## src/rtl/i2s_pkg.sv

```systemverilog
// Shared types and helpers for the I2S transmit sequencer.
package i2s_pkg;

    localparam int SLOT_W           = 32;
    localparam int SAMPLE_W_DEFAULT = 16;

    typedef logic signed [SAMPLE_W_DEFAULT-1:0] sample_t;

    typedef enum logic {
        FETCH = 1'b0,
        HOLD  = 1'b1
    } seq_state_t;

    // Add two samples one bit wider than the inputs, then clamp to the sample range.
    function automatic sample_t sat_add(input sample_t a, input sample_t b);
        logic signed [SAMPLE_W_DEFAULT:0] sum;
        sample_t                          res;
        sum = {a[SAMPLE_W_DEFAULT-1], a} + {b[SAMPLE_W_DEFAULT-1], b};
        if (sum[SAMPLE_W_DEFAULT] != sum[SAMPLE_W_DEFAULT-1]) begin
            res = sum[SAMPLE_W_DEFAULT] ? {1'b1, {(SAMPLE_W_DEFAULT-1){1'b0}}}
                                        : {1'b0, {(SAMPLE_W_DEFAULT-1){1'b1}}};
        end else begin
            res = sum[SAMPLE_W_DEFAULT-1:0];
        end
        return res;
    endfunction

endpackage

```

## src/rtl/i2s_tx_sequencer_clk_gen.sv

```systemverilog
// Bit clock and word-select generator: SCLK from a CLK divider, LRCLK every BITS_PER_CH SCLK periods.
module i2s_clk_gen #(
    parameter int SCLK_DIV    = 4,
    parameter int BITS_PER_CH = 32
) (
    input  logic                           clk,
    input  logic                           rst,
    output logic                           sclk,
    output logic                           lrclk,
    output logic [$clog2(BITS_PER_CH)-1:0] bit_cnt,
    output logic                           sclk_fall,
    output logic                           half_frame_start
);

    localparam int DW = (SCLK_DIV > 1) ? $clog2(SCLK_DIV) : 1;
    localparam int BW = $clog2(BITS_PER_CH);
    localparam logic [DW-1:0] DIV_LAST = DW'(SCLK_DIV - 1);
    localparam logic [BW-1:0] BIT_LAST = BW'(BITS_PER_CH - 1);

    logic [DW-1:0] div_cnt;
    logic          div_tc;

    assign div_tc           = (div_cnt == DIV_LAST);
    // Strobes describe what happens at the coming edge, so the sequencer can act in the same edge.
    assign sclk_fall        = div_tc & sclk;
    assign half_frame_start = sclk_fall & (bit_cnt == BIT_LAST);

    // Divider, SCLK toggle, bit counter on SCLK fall and LRCLK toggle on bit counter wrap.
    always_ff @(posedge clk) begin
        if (rst) begin
            div_cnt <= '0;
            sclk    <= 1'b0;
            lrclk   <= 1'b0;
            bit_cnt <= '0;
        end else begin
            div_cnt <= div_tc ? '0 : div_cnt + DW'(1);
            if (div_tc) begin
                sclk <= ~sclk;
            end
            if (sclk_fall) begin
                bit_cnt <= (bit_cnt == BIT_LAST) ? '0 : bit_cnt + BW'(1);
            end
            if (half_frame_start) begin
                lrclk <= ~lrclk;
            end
        end
    end

endmodule

```

## src/rtl/i2s_tx_sequencer.sv

```systemverilog
// I2S transmit sequencer: per half-frame fetches a music and optional SFX sample, mixes with
// saturation, left-justifies into the 32-bit slot and substitutes silence on a missed deadline.
module i2s_tx_sequencer
    import i2s_pkg::*;
#(
    parameter int SCLK_DIV    = 4,
    parameter int BITS_PER_CH = 32,
    parameter int SAMPLE_W    = SAMPLE_W_DEFAULT
) (
    input  logic                       CLK,
    input  logic                       Reset,
    input  logic                       enable,
    input  logic signed [SAMPLE_W-1:0] music_data,
    input  logic                       music_valid,
    output logic                       music_ready,
    input  logic signed [SAMPLE_W-1:0] sfx_data,
    input  logic                       sfx_valid,
    output logic                       sfx_ready,
    output logic                       req_chan,
    output logic                       SCLK,
    output logic                       LRCLK,
    output logic [SLOT_W-1:0]          DIN,
    output logic [15:0]                underrun_count
);

    localparam int BW = $clog2(BITS_PER_CH);
    // Fetching is allowed only while bit_cnt < BITS_PER_CH-2; the deadline edge is the SCLK fall
    // that moves bit_cnt onto BITS_PER_CH-2.
    localparam logic [BW-1:0] FETCH_LIMIT = BW'(BITS_PER_CH - 2);
    localparam logic [BW-1:0] DL_BIT      = BW'(BITS_PER_CH - 3);

    logic [BW-1:0] bit_cnt;
    logic          sclk_fall;
    logic          half_frame_start;

    seq_state_t    state, state_nxt;
    logic          ready_q, ready_nxt;
    logic [SLOT_W-1:0] din_nxt;
    logic [15:0]   count_nxt;
    logic          transfer;
    logic          deadline;
    sample_t       mix;

    i2s_clk_gen #(
        .SCLK_DIV    (SCLK_DIV),
        .BITS_PER_CH (BITS_PER_CH)
    ) u_clk_gen (
        .clk              (CLK),
        .rst              (Reset),
        .sclk             (SCLK),
        .lrclk            (LRCLK),
        .bit_cnt          (bit_cnt),
        .sclk_fall        (sclk_fall),
        .half_frame_start (half_frame_start)
    );

    // Right word is loaded while LRCLK=0, left word while LRCLK=1.
    assign req_chan    = ~LRCLK;
    // Ready is registered; mute and reset gate it so no handshake can complete in those cycles.
    assign music_ready = ready_q & enable & ~Reset;
    assign sfx_ready   = music_ready & music_valid & sfx_valid;
    assign transfer    = music_ready & music_valid;
    assign deadline    = sclk_fall & (bit_cnt == DL_BIT);
    assign mix         = sat_add(sample_t'(music_data), sfx_valid ? sample_t'(sfx_data) : sample_t'(0));

    // Next-state, ready, slot word and underrun counter decisions.
    always_comb begin
        state_nxt = state;
        ready_nxt = 1'b0;
        din_nxt   = DIN;
        count_nxt = underrun_count;
        if (!enable) begin
            state_nxt = HOLD;
            din_nxt   = '0;
        end else if (state == FETCH) begin
            if (transfer) begin
                din_nxt   = {mix, {(SLOT_W-SAMPLE_W_DEFAULT){1'b0}}};
                state_nxt = HOLD;
            end else if (deadline) begin
                din_nxt   = '0;
                count_nxt = (underrun_count == 16'hFFFF) ? underrun_count : underrun_count + 16'd1;
                state_nxt = HOLD;
            end else begin
                ready_nxt = (bit_cnt < FETCH_LIMIT);
            end
        end
        // Every LRCLK toggle opens a new fetch window for the other channel.
        if (half_frame_start) begin
            state_nxt = FETCH;
            ready_nxt = 1'b0;
        end
    end

    // Sequencer state, ready flag, slot word and underrun counter registers.
    always_ff @(posedge CLK) begin
        if (Reset) begin
            state          <= FETCH;
            ready_q        <= 1'b0;
            DIN            <= '0;
            underrun_count <= '0;
        end else begin
            state          <= state_nxt;
            ready_q        <= ready_nxt;
            DIN            <= din_nxt;
            underrun_count <= count_nxt;
        end
    end

endmodule

```

## config.mk

```make
export PLATFORM = sky130hd
export DESIGN_NAME = i2s_tx_sequencer
export DESIGN_NICKNAME = d
export VERILOG_FILES = /design/src/rtl/i2s_pkg.sv /design/src/rtl/i2s_tx_sequencer_clk_gen.sv /design/src/rtl/i2s_tx_sequencer.sv
export SDC_FILE = /design/constraint.sdc
export NUM_CORES = 1
export LEC_CHECK = 0
export ABC_AREA = 1
export BUFFER_PORTS_ARGS = -buffer_cell sky130_fd_sc_hd__buf_2
export CAP_MARGIN = 25
export CORE_UTILIZATION = 45
export CTS_CLUSTER_DIAMETER = 30
export DETAILED_ROUTE_END_ITERATION = 10
export PLACE_DENSITY = 0.73
export SLEW_MARGIN = 40
export SYNTH_ARGS = -nofsm -noshare
export SYNTH_HDL_FRONTEND = slang
export SYNTH_SLANG_ARGS = --single-unit
```

## constraint.sdc

```tcl
create_clock -name CLK -period 2.55 [get_ports CLK]
set_input_delay 0.255 -clock CLK [delete_from_list [all_inputs] [get_ports CLK]]
set_output_delay 0.255 -clock CLK [all_outputs]
set_load 0.005 [all_outputs]
```

After elaboration in Yosys (flattened, before gate mapping)
Cells that the tools add are included.

Order comparisons: 1. Add/sub/neg operators: 4. Mux-type cells: 10. Reduce and logical (&&, ||, !) cells: 7. Equality and inequality tests: 5. Bitwise gates (word level): 14.

Operators by type and width (count): $mux 32 (2); $mux 16 (3); $add 16x16->17 (1); $add 16x1->16 const B (1); $eq 16x16->1 const B (1); $eq 5x5->1 const B (2); $and 1x1->1 (7); $not 1->1 (7); $reduce_or 2->1 (3); $reduce_or 6->1 (1); $add 5x1->5 const B (1); $lt 5x5->1 const B (1); $mux 5 (1); $reduce_and 5->1 (1); $mux 1 (4); $add 2x1->2 const B (1); $eq 2x2->1 const B (1); $reduce_and 2->1 (1); $reduce_bool 2->1 (1); $ne 1x1->1 (1).

Output and inout bits: 53. Register bits: 59. Word-level logic and storage cells: 49. Bits of input ports: 37.

Longest topological paths before layout
Word-level depth: 7. Depth in mapped cells: 19. Depth with buffers taken out: 16.

Cells and area by module
From an unflattened synthesis, not the netlist that was laid out.

Cell total of the unflattened synthesis: 505. Area total of the unflattened synthesis: 3223.1 µm².

Modules (own cells, without submodules): i2s_tx_sequencer (times used 1, cells an instance 450, area an instance 2795.2 µm²); i2s_clk_gen (times used 1, cells an instance 55, area an instance 427.9 µm²).

Worst setup path after synthesis
No wires, ideal clock.

Path kind: in2reg. Start point: input sfx_valid. End point: register DIN[26]. Required time: 2.479 ns. Path slack: 0.095 ns. Stages: 18. Data arrival time: 2.383 ns. Library setup time: 0.071 ns. Cell sequence: clkbuf_1 -> clkbuf_1 -> nand2_1 -> inv_1 -> ha_1 -> fa_1 -> nand2_1 -> nand2_1 -> nand3_1 -> nand2_2 -> nand2_1 -> nand2_1 -> nand2_1 -> nand2_2 -> a21oi_4 -> buf_6 -> nand2_1 -> a21oi_2.

Word-level cells in the longest chain between the ends: 5. Elaborated cells between the ends (all ways): 6. Classes of those cells: 1 x add/sub; 1 x eq/ne; 4 x mux.

RTL lines: start, declared (RTL line i2s_tx_sequencer.sv:17) `input logic sfx_valid,`; $mux 16 * (RTL line i2s_tx_sequencer.sv:64) `assign mix = sat_add(sample_t'(music_data), sfx_valid ? sample_t'(sfx_data) : sample_t'(0));`; $add 16x16->17 * (RTL line i2s_pkg.sv:18) `sum = {a[SAMPLE_W_DEFAULT-1], a} + {b[SAMPLE_W_DEFAULT-1], b};`; $mux 16 / $ne 1x1->1 (equally long branches) (RTL line i2s_pkg.sv:20, i2s_pkg.sv:19); $mux 16 * (RTL line i2s_pkg.sv:19) `if (sum[SAMPLE_W_DEFAULT] != sum[SAMPLE_W_DEFAULT-1]) begin`; $mux 32 * (RTL line i2s_tx_sequencer.sv:76) `if (transfer) begin`; end signal, assigned (RTL line i2s_tx_sequencer.sv:104) `DIN <= din_nxt;`; end, declared (RTL line i2s_tx_sequencer.sv:22) `output logic [SLOT_W-1:0] DIN,`.

Mark *: on every way between the ends. The rest lies on a longest branch, timed or not. A chain may end at the register's enable or synchronous reset.

Worst setup path in the final report
Start point: input sfx_valid. End point: register DIN[21].

The elaborated chain is that of the path after synthesis.

==> flow_summary.yaml <==
critical_path:
  cp_slowest_stage_delay_ps: 410
  path_common_cell: "nand2_1"
  worstPathRequired_ps: 2780
  path_cells: "buf_2, nand2_1, inv_1, ha_1, fa_1, nand2_1, nand2_1, nand3_1, nand2_2, nand2_1, nand2_1, nand2_1, nand2_2, a21oi_4, nand2_1, a21oi_2"
  crit_fanout: 15
  worstSetupStartpointType: "input pin"
  cp.arrival_ps: 2370
  path_buf_inv: 2
  slowest_stage: "fa_1"
  end_kind: "flop"
  critPathKind: "in -> reg"
  crit_family: "simple AND/OR/NAND/NOR gates"
grt:
  grt_overflow: 0
  grt_pass1_wl_um: 12230
  grt_pass1_vias: 2845
  grt.total_usage_pct: 19.95
  antenna_found_initial: 0
  grt_max_degree: 17
clock_tree:
  clk_latency_ps: 290
  cts_resized: 0
  numCtsBuffers: 5
  postCtsSetupBuffers: 0
  root_buffer: "clkbuf_8"
  clock-sinks: 43
  clockBufferDepth: 2
  cts_tree: "done"
  hold_buffers: 0
  cts_max_level: 2
  path_clk_slew_ps: 90
logic_synthesis:
  ys_top_cells_by_count: "nand2_1 (154), inv_1 (66), dfxtp_1 (43)"
  syn-cell-area_um2: 3264
  synthFlopType: "dfxtp_1"
  synthArstFlopShare_pct: 0
  yosys-top-cells-area: "dfxtp_1 (26%), nand2_1 (18%), ha_1 (8.0%)"
  synth_top_cell_by_area: "dfxtp_1"
  syn_inst: 502
  ys_seq_area_share_pct: 26.37
  synth_top_area_share_pct: 26.37
  synth_edf_count: 0
  ys_ff_latch: 43
  syn_area_per_cell_um2: 6.503
  yosysMostFrequentCell: "nand2_1"
  yosysUniqueCellTypes: 34
  yosys_warnings: 0
sta:
  skew_ps: 9.335
  rsz0062_at_grt: "no"
  max_freq_ghz: 0.4677
  slew_viol_final: 0
  finalHoldViolCount: 0
  fin_crit_sh_pct: 83.84
  postLayoutSetupSlackWorst_ps: 412.0
  period_needed_ps: 2138
  fin_tns_setup_ps: 0
  setup_viol: 0
detailed_routing:
  routed_wl_um: 7213
  drt_iter0_markers: 149
  ant_nets: 0
  num_vias: 3235
  avgViaCountPerCell: 4.814
  drtPass1Iterations: 4
  drc: 0
  post_drt_wl_per_cell_um: 10.73
die:
  initial_utilization_pct: 47.26
  die_x_um: 87.17
  num_io_pins: 90
  coreArea_um2: 6907
  dieHeight_um: 87.17
  dieArea_um2: 7599
  rows: 30
final_layout:
  multiInputGateArea_um2: 2007
  drive_above_1_share_pct: 21.01
  n_fill_cell: 705
  n_antenna_cell: 0
  regArea_um2: 860.8
  nets: 634
  syn2layout_area_growth_pct: 15.75
placement:
  routabilityCongestion: 0.9119
  dp_hpwl_um: 5851
  port_buffers: 73
  pre_cts_ws_ps: 107.3
hold_path:
  min_path_type: "in -> reg"
pwr:
  leakagePower_nw: 1.921
  ir_worst_vdd_uv: 324.6
  p_per_area_nw_per_um2: 424.6
run:
  drv_cap: 0
outcome:
  status: "complete, no violations"
-- path summary, 6_finish.rpt --
check,startpoint,to,slack (ps),depth (start not counted)
max reg2reg,u_clk_gen.div_cnt[0],underrun_count[9],590,10
min,enable,ready_q,300,3
max,sfx_valid,DIN[21],410,16
min reg2reg,u_clk_gen.div_cnt[0],u_clk_gen.div_cnt[0],440,1
-- flip-flops by register name, summed over array words and instances, names as in the netlist --
signal and flops:
DIN 16, ready_q 1, state 1, u_clk_gen.bit_cnt 5
u_clk_gen.div_cnt 2, u_clk_gen.lrclk 1, u_clk_gen.sclk 1, underrun_count 16
-- cell type report --
| class | instances | area share [%] |
|---|---|---|
| Inverter | 71 | 7.053 |
| Multi-Input combinational cell | 376 | 53.11 |
| Tap cell | 96 | 3.179 |
| Clock inverter | 2 | 1.026 |
| Clock buffer | 6 | 2.185 |
| Sequential cell | 43 | 22.78 |
| Timing Repair Buffer | 78 | 10.66 |
-- stage by stage --
step / instances / power (mW) / area, um^2 / hold slack [ps] / utilization [%]
global placement: 664 / 1.054 / 3657 / 413.7 / 52.95
detailed placement: 664 / 1.059 / 3657 / 427.2 / 52.95
CTS: 672 / 1.625 / 3779 / 277.3 / 54.71
finish: 672 / 1.604 / 3779 / 296.1 / 54.71
global route: 672 / 1.706 / 3779 / 300.7 / 54.71
floorplan: 517 / 0.9950 / 3321 / 333.5 / -
-- where the power goes --
group	switching, mW	leakage [nW]	internal, mW
Combinational	0.221	1.51	0.141
Sequential	0.00394	0.347	0.679
Clock	0.238	0.0618	0.322
Total	0.463	1.92	1.14
-- per-layer routing --
| layer | track usage (%) | wire length (um) |
|---|---|---|
| met1 | 27.02 | 3458 |
| met2 | 33.14 | 3276 |
| met3 | 4.265 | 428 |
| met4 | 3.279 | 49 |
| met5 | 0 | 0 |
-- placed cells by master, fill, tap and decap left out, drive strengths merged --
cell type	count
buf	78
ha	21
a21oi	40
fa	1
and2	1
o21bai	2
nand2	163
nand3b	4
nor3	14
bufinv	1
nand3	40
a31oi	1
dfxtp	43
a311oi	1
nor3b	1
xor2	6
inv	72
clkbuf	6
xnor2	12
a211oi	1
nor4	2
nand4	5
o21ai	10
nor2	34
o31ai	1
conb	16
-- cell families after synthesis --
kind of cell             Yosys count  share of synthesized area, %
buffers and inverters             98                         13.88
flip-flops                        43                         26.37
adder cells (fa/ha/maj)           22                         8.662
AO/OA/AOI/OAI                     56                         11.23
AND/OR/NAND/NOR                  264                         34.92
XOR/XNOR                          18                         4.829
other                              1                        0.1149
-- tightest hold or removal path: cells and delay by family --
kind,cells,cell delay [ps]
buffers and inverters,1,130
AND/OR/NAND/NOR,1,110
AO/OA/AOI/OAI,1,50
No activity file was read; power rests on OpenSTA's default activity.
